### config.mk
export PLATFORM = sky130hd
export DESIGN_NAME = sram_avalon_initiator_flat
export DESIGN_NICKNAME = d
export VERILOG_FILES = /design/src/rtl/sram_avalon_initiator_if.sv /design/src/rtl/sram_avalon_initiator.sv /design/src/flat_wrapper.sv
export SDC_FILE = /design/constraint.sdc
export NUM_CORES = 1
export LEC_CHECK = 0
export CELL_PAD_IN_SITES_DETAIL_PLACEMENT = 0
export CELL_PAD_IN_SITES_GLOBAL_PLACEMENT = 1
export CORE_MARGIN = 1.5
export CORE_UTILIZATION = 35
export CTS_CLUSTER_DIAMETER = 50
export CTS_CLUSTER_SIZE = 8
export DETAILED_ROUTE_END_ITERATION = 10
export PLACE_DENSITY = 0.9
export RECOVER_POWER = 50
export SKIP_CTS_REPAIR_TIMING = 1
export SYNTH_ARGS = -nofsm -noshare
export SYNTH_HDL_FRONTEND = slang
export SYNTH_SLANG_ARGS = --single-unit
### constraint.sdc
create_clock -name clk -period 6.8 [get_ports clk]
set_clock_uncertainty 0.2 [all_clocks]
set_input_delay 1.36 -clock clk [delete_from_list [all_inputs] [get_ports clk]]
set_output_delay 1.36 -clock clk [all_outputs]
set_load 0.05 [all_outputs]
### src/rtl/sram_avalon_initiator_if.sv
// Command/response port and active-low SRAM bridge strobes for sram_avalon_initiator.
// The master modport is the initiator's view; slave is the view of whatever surrounds it.
interface sram_avalon_initiator_if #(
  parameter int DATA_BITS = 16,
  parameter int ADDR_BITS = 18
);
  localparam int BE_BITS = DATA_BITS / 8;

  logic                 cmd_valid;
  logic                 cmd_ready;
  logic                 cmd_write;
  logic [ADDR_BITS-1:0] cmd_address;
  logic [DATA_BITS-1:0] cmd_writedata;
  logic [BE_BITS-1:0]   cmd_byteenable;
  logic                 rsp_valid;
  logic [DATA_BITS-1:0] rsp_readdata;
  logic                 busy;
  logic                 m_chipselect_n;
  logic                 m_read_n;
  logic                 m_write_n;
  logic [BE_BITS-1:0]   m_byteenable_n;
  logic [ADDR_BITS-1:0] m_address;
  logic [DATA_BITS-1:0] m_writedata;
  logic [DATA_BITS-1:0] m_readdata;

  modport master (
    input  cmd_valid, cmd_write, cmd_address, cmd_writedata, cmd_byteenable, m_readdata,
    output cmd_ready, rsp_valid, rsp_readdata, busy,
           m_chipselect_n, m_read_n, m_write_n, m_byteenable_n, m_address, m_writedata
  );

  modport slave (
    output cmd_valid, cmd_write, cmd_address, cmd_writedata, cmd_byteenable, m_readdata,
    input  cmd_ready, rsp_valid, rsp_readdata, busy,
           m_chipselect_n, m_read_n, m_write_n, m_byteenable_n, m_address, m_writedata
  );
endinterface

### src/rtl/sram_avalon_initiator.sv
// Single-transaction initiator for the active-low SRAM bridge with timed strobes.
// Optional per-type access counters when SRAM_AVALON_INITIATOR_STATS_EN is defined.
//   state  | meaning
//   IDLE   | cmd_ready high, waiting for a command
//   ACCESS | chip select and read/write strobe low for WAIT_CYCLES cycles
//   HOLD   | strobes released, bus held; read response pulses here
//   TURN   | bus turnaround idle cycles before the next accept
module sram_avalon_initiator #(
  parameter int DATA_BITS   = 16,
  parameter int ADDR_BITS   = 18,
  parameter int WAIT_CYCLES = 2,
  parameter int TURN_CYCLES = 1
) (
  input  logic clk,
  input  logic reset,
  sram_avalon_initiator_if.master bus
`ifdef SRAM_AVALON_INITIATOR_STATS_EN
  ,
  output logic [15:0] stat_reads,
  output logic [15:0] stat_writes
`endif
);

  localparam int BE_BITS  = DATA_BITS / 8;
  localparam int WAIT_EFF = (WAIT_CYCLES < 1) ? 1 : WAIT_CYCLES;
  localparam int CNT_MAX  = (WAIT_EFF > TURN_CYCLES) ? WAIT_EFF : TURN_CYCLES;
  localparam int CNT_W    = $clog2(CNT_MAX + 1);
  localparam int TURN_LD  = (TURN_CYCLES > 0) ? TURN_CYCLES - 1 : 0;

  typedef enum logic [1:0] {IDLE, ACCESS, HOLD, TURN} state_t;

  state_t               state_q, state_d;
  logic [CNT_W-1:0]     cnt_q, cnt_d;
  logic                 is_write_q, is_write_d;
  logic                 cs_n_q, cs_n_d, rd_n_q, rd_n_d, wr_n_q, wr_n_d;
  logic [BE_BITS-1:0]   be_n_q, be_n_d;
  logic [ADDR_BITS-1:0] addr_q, addr_d;
  logic [DATA_BITS-1:0] wdata_q, wdata_d;
  logic                 rsp_valid_q, rsp_valid_d;
  logic [DATA_BITS-1:0] rdata_q, rdata_d;
  logic                 ready_q, ready_d;
  logic                 busy_q, busy_d;

  always_comb begin
    state_d     = state_q;
    cnt_d       = cnt_q;
    is_write_d  = is_write_q;
    cs_n_d      = cs_n_q;
    rd_n_d      = rd_n_q;
    wr_n_d      = wr_n_q;
    be_n_d      = be_n_q;
    addr_d      = addr_q;
    wdata_d     = wdata_q;
    rsp_valid_d = 1'b0;
    rdata_d     = rdata_q;
    ready_d     = ready_q;
    busy_d      = busy_q;
    case (state_q)
      IDLE: begin
        ready_d = 1'b1;
        if (bus.cmd_valid && ready_q) begin
          state_d    = ACCESS;
          cnt_d      = CNT_W'(WAIT_EFF - 1);
          ready_d    = 1'b0;
          busy_d     = 1'b1;
          is_write_d = bus.cmd_write;
          addr_d     = bus.cmd_address;
          wdata_d    = bus.cmd_writedata;
          be_n_d     = ~bus.cmd_byteenable;
          cs_n_d     = 1'b0;
          wr_n_d     = ~bus.cmd_write;
          rd_n_d     = bus.cmd_write;
        end
      end
      ACCESS: begin
        if (cnt_q == '0) begin
          state_d = HOLD;
          cs_n_d  = 1'b1;
          rd_n_d  = 1'b1;
          wr_n_d  = 1'b1;
          // read data is sampled on the edge that closes the last strobe cycle
          if (!is_write_q) begin
            rsp_valid_d = 1'b1;
            rdata_d     = bus.m_readdata;
          end
        end else begin
          cnt_d = cnt_q - CNT_W'(1);
        end
      end
      HOLD: begin
        if (TURN_CYCLES == 0) begin
          state_d = IDLE;
          ready_d = 1'b1;
          busy_d  = 1'b0;
        end else begin
          state_d = TURN;
          cnt_d   = CNT_W'(TURN_LD);
        end
      end
      TURN: begin
        if (cnt_q == '0) begin
          state_d = IDLE;
          ready_d = 1'b1;
          busy_d  = 1'b0;
        end else begin
          cnt_d = cnt_q - CNT_W'(1);
        end
      end
      default: state_d = IDLE;
    endcase
  end

  always_ff @(posedge clk or posedge reset) begin
    if (reset) begin
      state_q     <= IDLE;
      cnt_q       <= '0;
      is_write_q  <= 1'b0;
      cs_n_q      <= 1'b1;
      rd_n_q      <= 1'b1;
      wr_n_q      <= 1'b1;
      be_n_q      <= '1;
      addr_q      <= '0;
      wdata_q     <= '0;
      rsp_valid_q <= 1'b0;
      rdata_q     <= '0;
      ready_q     <= 1'b0;
      busy_q      <= 1'b0;
    end else begin
      state_q     <= state_d;
      cnt_q       <= cnt_d;
      is_write_q  <= is_write_d;
      cs_n_q      <= cs_n_d;
      rd_n_q      <= rd_n_d;
      wr_n_q      <= wr_n_d;
      be_n_q      <= be_n_d;
      addr_q      <= addr_d;
      wdata_q     <= wdata_d;
      rsp_valid_q <= rsp_valid_d;
      rdata_q     <= rdata_d;
      ready_q     <= ready_d;
      busy_q      <= busy_d;
    end
  end

`ifdef SRAM_AVALON_INITIATOR_STATS_EN
  logic enter_hold;
  assign enter_hold = (state_q == ACCESS) && (state_d == HOLD);

  always_ff @(posedge clk or posedge reset) begin
    if (reset) begin
      stat_reads  <= '0;
      stat_writes <= '0;
    end else if (enter_hold) begin
      if (is_write_q) stat_writes <= stat_writes + 16'd1;
      else            stat_reads  <= stat_reads + 16'd1;
    end
  end
`endif

  assign bus.cmd_ready      = ready_q;
  assign bus.busy           = busy_q;
  assign bus.rsp_valid      = rsp_valid_q;
  assign bus.rsp_readdata   = rdata_q;
  assign bus.m_chipselect_n = cs_n_q;
  assign bus.m_read_n       = rd_n_q;
  assign bus.m_write_n      = wr_n_q;
  assign bus.m_byteenable_n = be_n_q;
  assign bus.m_address      = addr_q;
  assign bus.m_writedata    = wdata_q;

endmodule

### src/flat_wrapper.sv
// flat-port wrapper written by rule: the top's interface ports become plain ports
module sram_avalon_initiator_flat 
#(
  parameter int DATA_BITS   = 16,
  parameter int ADDR_BITS   = 18,
  parameter int WAIT_CYCLES = 2,
  parameter int TURN_CYCLES = 1
)
  (clk, reset, bus_cmd_valid, bus_cmd_write, bus_cmd_address, bus_cmd_writedata, bus_cmd_byteenable, bus_m_readdata, bus_cmd_ready, bus_rsp_valid, bus_rsp_readdata, bus_busy, bus_m_chipselect_n, bus_m_read_n, bus_m_write_n, bus_m_byteenable_n, bus_m_address, bus_m_writedata);
  sram_avalon_initiator_if #(.DATA_BITS(DATA_BITS), .ADDR_BITS(ADDR_BITS)) bus_i ();
  input  logic clk;
  input  logic reset;
  input wire logic [$bits(bus_i.cmd_valid)-1:0] bus_cmd_valid;
  input wire logic [$bits(bus_i.cmd_write)-1:0] bus_cmd_write;
  input wire logic [$bits(bus_i.cmd_address)-1:0] bus_cmd_address;
  input wire logic [$bits(bus_i.cmd_writedata)-1:0] bus_cmd_writedata;
  input wire logic [$bits(bus_i.cmd_byteenable)-1:0] bus_cmd_byteenable;
  input wire logic [$bits(bus_i.m_readdata)-1:0] bus_m_readdata;
  output wire logic [$bits(bus_i.cmd_ready)-1:0] bus_cmd_ready;
  output wire logic [$bits(bus_i.rsp_valid)-1:0] bus_rsp_valid;
  output wire logic [$bits(bus_i.rsp_readdata)-1:0] bus_rsp_readdata;
  output wire logic [$bits(bus_i.busy)-1:0] bus_busy;
  output wire logic [$bits(bus_i.m_chipselect_n)-1:0] bus_m_chipselect_n;
  output wire logic [$bits(bus_i.m_read_n)-1:0] bus_m_read_n;
  output wire logic [$bits(bus_i.m_write_n)-1:0] bus_m_write_n;
  output wire logic [$bits(bus_i.m_byteenable_n)-1:0] bus_m_byteenable_n;
  output wire logic [$bits(bus_i.m_address)-1:0] bus_m_address;
  output wire logic [$bits(bus_i.m_writedata)-1:0] bus_m_writedata;
  assign bus_i.cmd_valid = bus_cmd_valid;
  assign bus_i.cmd_write = bus_cmd_write;
  assign bus_i.cmd_address = bus_cmd_address;
  assign bus_i.cmd_writedata = bus_cmd_writedata;
  assign bus_i.cmd_byteenable = bus_cmd_byteenable;
  assign bus_i.m_readdata = bus_m_readdata;
  assign bus_cmd_ready = bus_i.cmd_ready;
  assign bus_rsp_valid = bus_i.rsp_valid;
  assign bus_rsp_readdata = bus_i.rsp_readdata;
  assign bus_busy = bus_i.busy;
  assign bus_m_chipselect_n = bus_i.m_chipselect_n;
  assign bus_m_read_n = bus_i.m_read_n;
  assign bus_m_write_n = bus_i.m_write_n;
  assign bus_m_byteenable_n = bus_i.m_byteenable_n;
  assign bus_m_address = bus_i.m_address;
  assign bus_m_writedata = bus_i.m_writedata;
  sram_avalon_initiator #(.DATA_BITS(DATA_BITS), .ADDR_BITS(ADDR_BITS), .WAIT_CYCLES(WAIT_CYCLES), .TURN_CYCLES(TURN_CYCLES)) u_core (.clk(clk), .reset(reset), .bus(bus_i));
endmodule
### After elaboration in Yosys (flattened, before gate mapping)

Cells that the tools add are included.

* input port bits: 56
* latch bits: 0
* bits in writable memories: 0
* word-level logic and storage cells: 58
* register bits: 63
* bits in read-only memories: 0
* memories: 0
* output and inout bits: 58

* multiply operators: 0
* eq/ne operators: 7
* add/subtract/negate cells: 1
* reduce and logical (&&, ||, !) cells: 13
* muxes and demuxes: 21
* shift operators: 0
* div/mod/pow operators: 0
* bitwise operators: 3
* magnitude comparators: 0

Operator list (count)
* $reduce_and 3->1: 4
* $mux 1: 10
* $pmux 1 s2: 5
* $mux 2: 4
* $pmux 2 s4: 1
* $ne 2x1->1 const B: 3
* $pmux 2 s3: 1
* $reduce_and 2->1: 3
* $eq 2x2->1 const B: 2
* $logic_not 2->1: 2
* $reduce_bool 2->1: 2
* $eq 2x1->1 const B: 1
* $ne 2x2->1 const B: 1
* $not 1->1: 2
* $not 2->2: 1
* $reduce_or 2->1: 1
* $sub 2x1->2 const B: 1
* $logic_and 1x1->1: 1

### Logic depth before layout (Yosys ltp)

* depth after elaboration: 4
* mapped depth: 6
* depth with buffers taken out: 5

### Least setup slack after synthesis

OpenSTA, ideal clock, no wires.

* path type: input to register
* start: input bus_cmd_valid
* end: register u_core.state_q[1]
* library setup time: 0.125 ns
* path buffers: 0
* stages: 3
* data arrival time: 2.048 ns
* required time: 6.475 ns
* setup slack: 4.428 ns
* cells stage by stage: a21bo_2 o21ai_1 mux2_2

* cells in the longest elaborated chain, start to end: 3

RTL lines
* start, declared: line flat_wrapper.sv:13 `input wire logic [$bits(bus_i.cmd_valid)-1:0] bus_cmd_valid;`
* $logic_and 1x1->1: line sram_avalon_initiator.sv:61 `if (bus.cmd_valid && ready_q) begin`
* $ne 2x1->1 (no line)
* $reduce_and 3->1 (no line)
* end signal, assigned: line sram_avalon_initiator.sv:129 `state_q <= state_d;`
* end, declared: line sram_avalon_initiator.sv:32 `state_t state_q, state_d;`

No other way between the ends.
A chain may end at the register's enable or synchronous reset.

### Worst setup path in the final report

* start: input bus_cmd_valid
* end: register u_core.wdata_q[0] (netlist: u_core.bus.m_writedata[0])

* cells in the longest elaborated chain, start to end: 2

RTL lines
* $logic_and 1x1->1: line sram_avalon_initiator.sv:61
* $reduce_and 2->1 (no line)
* end signal, assigned: line sram_avalon_initiator.sv:137 `wdata_q <= wdata_d;`
* end, declared: line sram_avalon_initiator.sv:38 `logic [DATA_BITS-1:0] wdata_q, wdata_d;`

No other way between the ends.

==> impl_metrics.json <==
{
  "status": "finished clean",
  "rsz0062_at_grt": "false",
  "syn_inst": 169,
  "drc": 0,
  "layout_common_cells": "106 x clkdlybuf4s50_1, 58 x dfrtp_1, 50 x mux2_2, 11 x o21ai_0, 10 x clkbuf_8",
  "hold_depth": 2,
  "final_common_cell": "clkdlybuf4s50_1",
  "multiInputGateArea_um2": 875.8,
  "die_h_um": 87.94,
  "crit_fanout": 41,
  "overflow": 0,
  "hold_path_end": "u_core.bus.m_byteenable_n[0]$_DFFE_PP1P_",
  "n_antenna_cell": 0,
  "cts-root-buf": "clkbuf_8",
  "critPathCaptureType": "flip-flop",
  "clk_pin_slew_ps": 70,
  "cts_tree": "built",
  "crit_path_max_incr_delay_ps": 730,
  "start_util": 0.3676,
  "grt_pass1_wl_mm": 8.487,
  "postRouteAntennaNets": 0,
  "critPathSlowestCell": "nand3_2",
  "synth_warnings": 0,
  "regToRegEndpoint": "u_core.bus.m_writedata[0]$_DFFE_PP0P_",
  "seqCellArea_um2": 1583,
  "final-setup-viol-count": 0,
  "relSlewSlack": 0.3680,
  "slew_viol_final": 0,
  "cp_cell_sequence": "dlygate4sd3_1, nand3_2, mux2_1",
  "syn_area_um2": 2525,
  "path_buf_inv": 1,
  "fill_cells": 589,
  "core_area_um2": 6869,
  "portBuffers": 113,
  "ys_top_cells_by_area": "dfrtp_1 57%, mux2_2 22%, dfstp_2 5.2%, ha_1 3.0%, o21ai_0 2.0%",
  "hpwl_mm": 3.833,
  "vias": 1777,
  "firstDrtPassIters": 4,
  "place.gp.congestion": 0.7659,
  "max_freq_ghz": 0.3029,
  "r2r-start": "u_core.state_q[0]$_DFFE_PP0P_",
  "rows": 30,
  "cp-start-kind": "input port",
  "area_growth_pct": 57.83,
  "drtIter0Drc": 42,
  "cts_buffers": 9,
  "cap_violations": 0,
  "synth_top_area_frac": 0.5748,
  "crit_required_ps": 6810,
  "setup_tns_ps": 0,
  "post_drt_wl_per_cell_um": 13.67,
  "post-route-period-util": 0.4855,
  "cts_sinks": 63,
  "cts_max_path_buffers": 2,
  "grt_pass1_vias": 1870,
  "grt_use_total": 0.1470,
  "grt_max_degree": 64,
  "hp-start": "u_core.bus.m_byteenable_n[0]$_DFFE_PP1P_",
  "finalHoldViolCount": 0,
  "syn_avg_cell_area_um2": 14.94,
  "holdCritPathClass": "flip-flop to flip-flop",
  "ios": 114,
  "synth_nets": 231,
  "htreeDepth": 3,
  "grt_antenna_before_repair": 0,
  "critPathTopFamily": "simple AND/OR/NAND/NOR gates",
  "die_area_um2": 7733,
  "drive_above_1_share": 0.2457,
  "finalCriticalPeriod_ps": 3301,
  "rr_worst_depth": 4,
  "critPathArrivalTime_ps": 3310,
  "worstSetupPathType": "input port to flip-flop",
  "dieWidth_um": 87.94,
  "worst_pin_slew_ps": 947.0,
  "totalWireLength_mm": 5.316,
  "via_per_inst": 4.568,
  "insertion_delay_ps": 320,
  "r2r_slack_ps": 4260,
  "seq_area_frac_synth": 0.6269,
  "synth_area_leader_cell": "dfrtp_1",
  "ys_ff_latch": 63,
  "nNetsFinal": 350,
  "synth_cell_types": 26
}
## cells in the mapped netlist (all sizes together)
master and n:
a21oi 2, dfstp 5, mux2i 2, nor2b 1, o2bb2ai 1, nor3 1
ha 6, nand3 1, nand3b 1, a21bo 1, clkbuf 1, o21ai 11
a22o 1, nor2 5, o31ai 3, nand2b 1, o211ai 1, inv 6
nand2 3, a21boi 1, dfrtp 58, mux2 52, buf 5
## through the flow
stage / hold slack, ps / setup WS [ps] / cell area, um2 / cells / util
2_1_floorplan: 256.1 / 3679 / 2525 / 169 / -
3_3_place_gp: 269.3 / 3201 / 3752 / 373 / 0.5463
3_5_place_dp: 275.2 / 3150 / 3752 / 373 / 0.5463
4_1_cts: 287.0 / 3508 / 3998 / 389 / 0.5820
5_1_grt: 312.6 / 3330 / 3985 / 389 / 0.5801
6_report: 281.1 / 3499 / 3985 / 389 / 0.5801
## logic make-up after synthesis
| group | Yosys count | synth area share |
|---|---|---|
| multiplexers | 54 | 0.2398 |
| adder cells (fa/ha/maj) | 6 | 0.02973 |
| flip-flops | 63 | 0.6269 |
| buffers and inverters | 12 | 0.02329 |
| AO/OA/AOI/OAI | 21 | 0.05154 |
| AND/OR/NAND/NOR | 13 | 0.02874 |
## metal layers
metal,global-route usage,up-vias,share of wire
met5,0,-,0
met4,0.05628,0,0.0058
met3,0.07446,4,0.12
met2,0.2408,81,0.48
met1,0.1634,855,0.40
li1,-,837,-
## worst max-delay path by stage
stage | slack [ps] | depth (start not counted) | to | startpoint
after CTS | 3510 | 3 | u_core.bus.m_writedata[0]$_DFFE_PP0P_ | bus_cmd_valid
after global routing | 3330 | 3 | u_core.bus.m_writedata[0]$_DFFE_PP0P_ | bus_cmd_valid
after detailed placement | 3150 | 3 | u_core.bus.m_writedata[0]$_DFFE_PP0P_ | bus_cmd_valid
final | 3500 | 3 | u_core.bus.m_writedata[0]$_DFFE_PP0P_ | bus_cmd_valid
after floorplan | 3680 | 1 | u_core.bus.busy$_DFFE_PP0P_ | reset
after global placement | 3200 | 3 | u_core.bus.m_writedata[0]$_DFFE_PP0P_ | bus_cmd_valid
## worst reg2reg max path, cell delays in order, from the launching register on
cell and delay [ps]:
dfrtp_1 440, inv_1 130, ha_1 270, nand3_2 750, mux2_1 630
## state kept, by name, indices dropped and copies added (netlist names)
register / flops
u_core.bus.m_read_n: 1
u_core.cnt_q: 2
u_core.is_write_q: 1
u_core.bus.m_address: 18
u_core.state_q: 2
u_core.bus.rsp_readdata: 16
u_core.bus.m_write_n: 1
u_core.bus.m_byteenable_n: 2
u_core.bus.m_writedata: 16
u_core.bus.rsp_valid: 1
u_core.bus.m_chipselect_n: 1
u_core.bus.busy: 1
u_core.bus.cmd_ready: 1
## layout make-up
cell class,count,share of cell area
clock buffers,11,0.03548
clock inverters,5,0.02606
inverters,6,0.005651
multi-input cells,94,0.2198
flip-flops and latches,63,0.3972
well taps,96,0.03014
repair buffers,114,0.2857
Power is not shown: default switching activity piles up to over one toggle a cycle in this logic, so the estimate is an artifact.
